[src/rtl/muldiv_pkg.sv]
`default_nettype none
// ============================================================================
// Module      : muldiv_pkg
// Description : Shared types and operand-sign helpers for the RV64M unit.
// Revision    : 1.0 - initial release
// ============================================================================
package muldiv_pkg;

    typedef enum logic [2:0] {
        OP_MUL    = 3'd0,
        OP_MULH   = 3'd1,
        OP_MULHSU = 3'd2,
        OP_MULHU  = 3'd3,
        OP_DIV    = 3'd4,
        OP_DIVU   = 3'd5,
        OP_REM    = 3'd6,
        OP_REMU   = 3'd7
    } muldiv_op_t;

    typedef enum logic [2:0] {
        ST_IDLE = 3'd0,
        ST_PREP = 3'd1,
        ST_RUN  = 3'd2,
        ST_FIX  = 3'd3,
        ST_DONE = 3'd4
    } muldiv_state_t;

    function automatic logic is_div(input muldiv_op_t op);
        return (op == OP_DIV) || (op == OP_DIVU) || (op == OP_REM) || (op == OP_REMU);
    endfunction

    function automatic logic a_signed(input muldiv_op_t op);
        return (op == OP_MULH) || (op == OP_MULHSU) || (op == OP_DIV) || (op == OP_REM);
    endfunction

    function automatic logic b_signed(input muldiv_op_t op);
        return (op == OP_MULH) || (op == OP_DIV) || (op == OP_REM);
    endfunction

endpackage
`default_nettype wire

[src/rtl/muldiv_iter.sv]
`default_nettype none
// ============================================================================
// Module      : muldiv_iter
// Description : One-bit-per-cycle shift-add multiply / restoring divide core.
// Revision    : 1.0 - initial release
// ============================================================================
module muldiv_iter #(
    parameter int XLEN = 64
) (
    input  logic            clk,
    input  logic            rst,
    input  logic            i_load,
    input  logic            i_step,
    input  logic            i_is_div,
    input  logic [XLEN-1:0] i_mag_a,
    input  logic [XLEN-1:0] i_mag_b,
    output logic [XLEN-1:0] o_hi,
    output logic [XLEN-1:0] o_lo,
    output logic            o_last
);

    localparam int c_CNT_W = $clog2(XLEN);

    logic [XLEN-1:0]    r_hi;
    logic [XLEN-1:0]    r_lo;
    logic [XLEN-1:0]    r_m;
    logic               r_div;
    logic [c_CNT_W-1:0] r_cnt;

    logic [XLEN:0]      w_add;
    logic [XLEN:0]      w_shift;
    logic [XLEN-1:0]    w_diff;
    logic               w_ge;
    logic [XLEN-1:0]    w_hi_nxt;
    logic [XLEN-1:0]    w_lo_nxt;

    // hi:lo is the product (mul) or remainder:quotient-with-dividend (div).
    // When the subtract succeeds the true difference is below 2^XLEN,
    // so an XLEN-wide subtraction is exact.
    always_comb begin
        w_add    = {1'b0, r_hi} + (r_lo[0] ? {1'b0, r_m} : '0);
        w_shift  = {r_hi, r_lo[XLEN-1]};
        w_ge     = (w_shift >= {1'b0, r_m});
        w_diff   = w_shift[XLEN-1:0] - r_m;
        w_hi_nxt = w_add[XLEN:1];
        w_lo_nxt = {w_add[0], r_lo[XLEN-1:1]};
        if (r_div) begin
            w_hi_nxt = w_ge ? w_diff : w_shift[XLEN-1:0];
            w_lo_nxt = {r_lo[XLEN-2:0], w_ge};
        end
    end

    always_ff @(posedge clk) begin
        if (rst) begin
            r_hi  <= '0;
            r_lo  <= '0;
            r_m   <= '0;
            r_div <= 1'b0;
            r_cnt <= '0;
        end else if (i_load) begin
            r_hi  <= '0;
            r_lo  <= i_mag_a;
            r_m   <= i_mag_b;
            r_div <= i_is_div;
            r_cnt <= '0;
        end else if (i_step) begin
            r_hi  <= w_hi_nxt;
            r_lo  <= w_lo_nxt;
            r_cnt <= r_cnt + c_CNT_W'(1);
        end
    end

    assign o_hi   = r_hi;
    assign o_lo   = r_lo;
    assign o_last = (r_cnt == c_CNT_W'(XLEN-1));

endmodule
`default_nettype wire

[src/rtl/muldiv_unit.sv]
`default_nettype none
// ============================================================================
// Module      : muldiv_unit
// Description : Iterative RV64M multiply/divide unit with busy/done handshake.
// Revision    : 1.0 - initial release
// ============================================================================
module muldiv_unit
    import muldiv_pkg::*;
#(
    parameter int XLEN = 64
) (
    input  logic            clk,
    input  logic            rst,
    input  logic            start,
    input  logic [2:0]      funct3,
    input  logic [XLEN-1:0] rs1_data,
    input  logic [XLEN-1:0] rs2_data,
    input  logic [4:0]      rd_in,
    output logic            busy,
    output logic            done,
    output logic            write_en,
    output logic [4:0]      rd,
    output logic [XLEN-1:0] rd_data
);

    muldiv_state_t   r_state;
    muldiv_state_t   w_state_nxt;
    muldiv_op_t      r_op;
    logic [XLEN-1:0] r_a;
    logic [XLEN-1:0] r_b;
    logic [4:0]      r_rd;
    logic            r_neg_q;
    logic            r_neg_r;
    logic            r_special;
    logic [XLEN-1:0] r_spec_val;
    logic [XLEN-1:0] r_rd_data;

    logic            w_a_neg;
    logic            w_b_neg;
    logic [XLEN-1:0] w_mag_a;
    logic [XLEN-1:0] w_mag_b;
    logic            w_div0;
    logic            w_ovf;
    logic [XLEN-1:0] w_spec_val;
    logic            w_load;
    logic            w_step;
    logic [XLEN-1:0] w_hi;
    logic [XLEN-1:0] w_lo;
    logic            w_last;
    logic [2*XLEN-1:0] w_prod;
    logic [XLEN-1:0] w_quo;
    logic [XLEN-1:0] w_rem;
    logic [XLEN-1:0] w_result;

    // Sign handling and special-case detection, consumed in PREP.
    always_comb begin
        w_a_neg    = a_signed(r_op) & r_a[XLEN-1];
        w_b_neg    = b_signed(r_op) & r_b[XLEN-1];
        w_mag_a    = w_a_neg ? (~r_a + 1'b1) : r_a;
        w_mag_b    = w_b_neg ? (~r_b + 1'b1) : r_b;
        w_div0     = is_div(r_op) && (r_b == '0);
        w_ovf      = ((r_op == OP_DIV) || (r_op == OP_REM)) &&
                     (r_a == {1'b1, {(XLEN-1){1'b0}}}) && (r_b == '1);
        w_spec_val = '0;
        if (w_div0) begin
            w_spec_val = ((r_op == OP_DIV) || (r_op == OP_DIVU)) ? '1 : r_a;
        end else if (w_ovf) begin
            w_spec_val = (r_op == OP_DIV) ? r_a : '0;
        end
    end

    muldiv_iter #(
        .XLEN (XLEN)
    ) u_iter (
        .clk      (clk),
        .rst      (rst),
        .i_load   (w_load),
        .i_step   (w_step),
        .i_is_div (is_div(r_op)),
        .i_mag_a  (w_mag_a),
        .i_mag_b  (w_mag_b),
        .o_hi     (w_hi),
        .o_lo     (w_lo),
        .o_last   (w_last)
    );

    always_comb begin
        w_prod = {w_hi, w_lo};
        if (r_neg_q) w_prod = ~w_prod + 1'b1;
        w_quo  = r_neg_q ? (~w_lo + 1'b1) : w_lo;
        w_rem  = r_neg_r ? (~w_hi + 1'b1) : w_hi;
        case (r_op)
            OP_MUL:                       w_result = w_prod[XLEN-1:0];
            OP_MULH, OP_MULHSU, OP_MULHU: w_result = w_prod[2*XLEN-1:XLEN];
            OP_DIV, OP_DIVU:              w_result = w_quo;
            default:                      w_result = w_rem;
        endcase
        if (r_special) w_result = r_spec_val;
    end

    always_comb begin
        w_state_nxt = r_state;
        w_load      = 1'b0;
        w_step      = 1'b0;
        case (r_state)
            ST_IDLE: if (start) w_state_nxt = ST_PREP;
            ST_PREP: begin
                w_load      = 1'b1;
                w_state_nxt = (w_div0 || w_ovf) ? ST_FIX : ST_RUN;
            end
            ST_RUN: begin
                w_step = 1'b1;
                if (w_last) w_state_nxt = ST_FIX;
            end
            ST_FIX:  w_state_nxt = ST_DONE;
            ST_DONE: w_state_nxt = ST_IDLE;
            default: w_state_nxt = ST_IDLE;
        endcase
    end

    always_ff @(posedge clk) begin
        if (rst) begin
            r_state    <= ST_IDLE;
            r_op       <= OP_MUL;
            r_a        <= '0;
            r_b        <= '0;
            r_rd       <= '0;
            r_neg_q    <= 1'b0;
            r_neg_r    <= 1'b0;
            r_special  <= 1'b0;
            r_spec_val <= '0;
            r_rd_data  <= '0;
        end else begin
            r_state <= w_state_nxt;
            if (r_state == ST_IDLE && start) begin
                r_op <= muldiv_op_t'(funct3);
                r_a  <= rs1_data;
                r_b  <= rs2_data;
                r_rd <= rd_in;
            end
            if (r_state == ST_PREP) begin
                r_neg_q    <= w_a_neg ^ w_b_neg;
                r_neg_r    <= w_a_neg;
                r_special  <= w_div0 | w_ovf;
                r_spec_val <= w_spec_val;
            end
            if (r_state == ST_FIX) r_rd_data <= w_result;
        end
    end

    assign busy     = (r_state != ST_IDLE);
    assign done     = (r_state == ST_DONE);
    assign write_en = done;
    assign rd       = r_rd;
    assign rd_data  = r_rd_data;

endmodule
`default_nettype wire
[config.mk]
export PLATFORM = sky130hd
export DESIGN_NAME = muldiv_unit
export DESIGN_NICKNAME = d
export VERILOG_FILES = /design/src/rtl/muldiv_pkg.sv /design/src/rtl/muldiv_iter.sv /design/src/rtl/muldiv_unit.sv
export SDC_FILE = /design/constraint.sdc
export NUM_CORES = 2
export LEC_CHECK = 0
export ABC_AREA = 1
export BUFFER_PORTS_ARGS = -buffer_cell sky130_fd_sc_hd__clkbuf_2
export CORE_MARGIN = 5
export CORE_UTILIZATION = 40
export CTS_BUF_LIST = sky130_fd_sc_hd__clkbuf_8
export DETAILED_ROUTE_END_ITERATION = 7
export PLACE_DENSITY = 0.62
export RECOVER_POWER = 100
export SYNTH_ARGS = -nofsm -noshare
export SYNTH_HDL_FRONTEND = slang
export SYNTH_SLANG_ARGS = --single-unit
[constraint.sdc]
create_clock -name clk -period 3.6 [get_ports clk]
set_input_delay 0.54 -clock clk [delete_from_list [all_inputs] [get_ports clk]]
set_output_delay 0.54 -clock clk [all_outputs]
set_load 0.01 [all_outputs]
==> run metrics <==
P_leak 24.2 nW; total wire length 244000 um; CP Capture Point u_iter.o_hi[20]$_SDFFE_PP0P_; final core occ 45.8%; CORE AREA 0.105 mm2; setup bufs post-CTS 0; mapped cell area 0.0424 mm2; DR vias/cell ~5.8; reg2reg start u_iter.o_lo[0]$_SDFFE_PP0P_; PwrDens 653 mW/mm2; Chip Height 336 um; Clk Latency, worst-skew pair 0.80 ns; pre-CTS setup slack 0.289 ns; CTS tree built; Max-slew headroom -45.8%; clk_skew 0.0772 ns; DR iter-0 viols 7596; worst hold path class in2reg; Crit path depth 17; dominant synthesized flop cell dfxtp_1; minimum clock period 3.49 ns; initial antenna violation count 24; Syn Nets 7992; worst slew pin tran 2.19 ns; Hold Slack 0.0519 ns; CP max FO 37; Avg WL per Cell about 26 um; Reg2Reg Depth 17; die width 336 um; CP Capture Type flop; gpl congestion roughly 1.1; ranking of synthesized cells by area dfxtp_1 22%, nand2_1 20%, inv_1 9.1%; R2R Path End u_iter.o_hi[20]$_SDFFE_PP0P_; Final Hold Viols 0; Yosys top cell by area dfxtp_1; row count approximately 120; Final period util 96.9%; #FFs+latches synth 469; I/O pins 211; GR met2 Demand/Resource 60.4%; Crit. Startpoint u_iter.o_lo[0]$_SDFFE_PP0P_; syn avg cell area 5.50 um2; RSZ-0062 raised after global routing no; most common cell after layout, fill and taps aside nand2_1; layer with the highest usage met2; Setup TNS Final 0 ns; largest net degree at the start of global routing approximately 170; Clock transition at path regs 0.06 ns; Final Max Tran Viols between 70 and 80; PnR Total Power 31.5 mW; EDFF count, synth 0; most used cell, CP nand2_1; Max clock buf depth 3; Bufs and invs on worst path 5; Crit-path slowest cell a21oi_1; Crit Path Class reg2reg; critical path's top delay family simple AND/OR/NAND/NOR gates; Final WS setup roughly 0.11 ns; number of max-cap violations 2; Post-route DRC 0; Crit path required time around 4.3 ns; DR vias 55.2k; First-pass DRT Iterations 7; Seq/Total Area, Yosys 22.1%; status finished, violations left; reg-to-reg setup timing slack 0.11 ns; CP arrival 4.22 ns; Total Routing Usage GR 41.6%; initial core utilization 40.3%; CTS Buf Count 90; Distinct cells, synth 58; hpwl dp 199000 um; Startpoint Class flop; peak supply drop ~470 uV; Synth Instances 7717; first-pass GRT wire length approximately 350000 um; ys async rst share 0%; Final Setup Violations 0; Synth-to-Final Area Change 13.7%; Max Freq around 0.29 GHz; number of nets still failing antenna checks after routing 0; Final #Nets 8294; share of the synthesized area in the top cell type 22.1%; layout cells sized above 1 7.44%; Sink Count 469; Yosys Warn Count 0; most frequent cells in the layout 2276 x nand2_1, 1061 x inv_1, 900 x nor2_1, 667 x o21ai_0, 633 x a21oi_1; CTS root buf clkbuf_8; failing checks max-capacitance violations, max-slew violations; global routing usage on met1 approximately 56%; GRT Residual Overflow 0; grt met3 use approximately 12%; slowest stage delay, CP roughly 0.44 ns; die area around 0.11 mm2; vias in the first global route 50.4k; CTS HTree Levels 3; CP cell instances buf_8 -> nand2_1 -> inv_1 -> ha_1 -> nand2_1 -> nand2_1 -> a21oi_1 -> o21bai_1 -> a21oi_1 -> inv_1 -> nand2_1 -> nand3_1 -> nand2_1 -> inv_1 -> nand3_1 -> nand2_1 -> inv_1; Port Buffers 210
[metal layers]
layer	wire, um	up-vias
met2	97700	3385
met1	100000	25600
li1	-	25600
met3	29300	654
met5	27	-
met4	16600	4
[synth_stat cells, types with 26 or more instances]
cell type and count:
ha_1 134, nand3b_1 58, inv_2 28, nand2_1 2277, o21bai_1 28, xor2_1 89
o21ai_1 32, inv_1 1032, nand4_1 122, clkbuf_1 230, o22ai_1 35, o21ai_0 659
a31oi_1 39, buf_2 26, o211ai_1 30, nand3_1 599, a21oi_1 632, nor2_1 900
nor3_1 95, dfxtp_1 469
[registers in the layout (all words and copies together) (netlist names)]
name	flops
rd	5
r_b	64
r_special	1
r_neg_q	1
u_iter.o_lo	64
u_iter.r_div	1
r_a	64
rd_data	64
u_iter.r_m	64
r_neg_r	1
r_state	3
u_iter.r_cnt	6
u_iter.o_hi	64
r_op	3
r_spec_val	64
[repair_timing]
action                                  CTS  global route
endpoints found under the setup margin    0             1
hold buffers                             32             0
endpoints found under the hold margin    32             0
resized for setup                         0             1
[stage by stage]
stage | instance area, um2 | cells
2_1_floorplan | 42400 | 7717
3_3_place_gp | 46400 | 9286
3_5_place_dp | 46400 | 9286
4_1_cts | 48500 | 9468
5_1_grt | 48200 | 9469
6_report | 48300 | 9482
[power by group]
part,internal [mW],total [mW],switching (mW)
Clock,2.98,5.64,2.65
Sequential,5.94,7.01,1.07
Combinational,4.95,18.9,13.9
Total,13.9,31.5,17.6
[area by class of cell]
class / instances / area, um2
Fill cell: 11900 / 57200
Multi-Input combinational cell: 5895 / 27900
Sequential cell: 469 / 9400
Inverter: 1067 / 4010
Timing Repair Buffer: 496 / 3350
Tap cell: 1391 / 1740
Clock buffer: 107 / 1470
Clock inverter: 43 / 338
Antenna cell: 14 / 35.0
[logic make-up (layout without fill, tap and decap cells)]
family                   after synthesis  in the layout  share of synthesized area (%)
XOR/XNOR                              91             91                           1.88
buffers and inverters               1353           1713                           12.2
multiplexers                           1              1                         0.0236
flip-flops                           469            469                           22.1
AND/OR/NAND/NOR                     4161           4161                           41.0
adder cells (fa/ha/maj)              136            136                           4.04
AO/OA/AOI/OAI                       1506           1506                           18.8
other                                  0             14                              0
[worst min-delay path, delay by kind of cell]
family	cells	cell delay, ns
AO/OA/AOI/OAI	2	0.17
buffers and inverters	1	0.07
[how the worst min path moves through the flow]
stage / startpoint / to / slack, ns / cells past startpoint
5_1_grt: rs2_data[36] / r_b[36]$_SDFFE_PP0P_ / 0.05 / 3
2_1_floorplan: u_iter.r_m[53]$_SDFFE_PP0P_ / u_iter.r_m[53]$_SDFFE_PP0P_ / 0.44 / 2
6_report: rs1_data[22] / r_a[22]$_SDFFE_PP0P_ / 0.05 / 3
4_1_cts: rs2_data[42] / r_b[42]$_SDFFE_PP0P_ / 0.0004 / 3
3_3_place_gp: rd[4]$_SDFFE_PP0P_ / rd[4]$_SDFFE_PP0P_ / 0.43 / 2
3_5_place_dp: rd[3]$_SDFFE_PP0P_ / rd[3]$_SDFFE_PP0P_ / 0.44 / 2
Power figures use the tool's default switching activity.
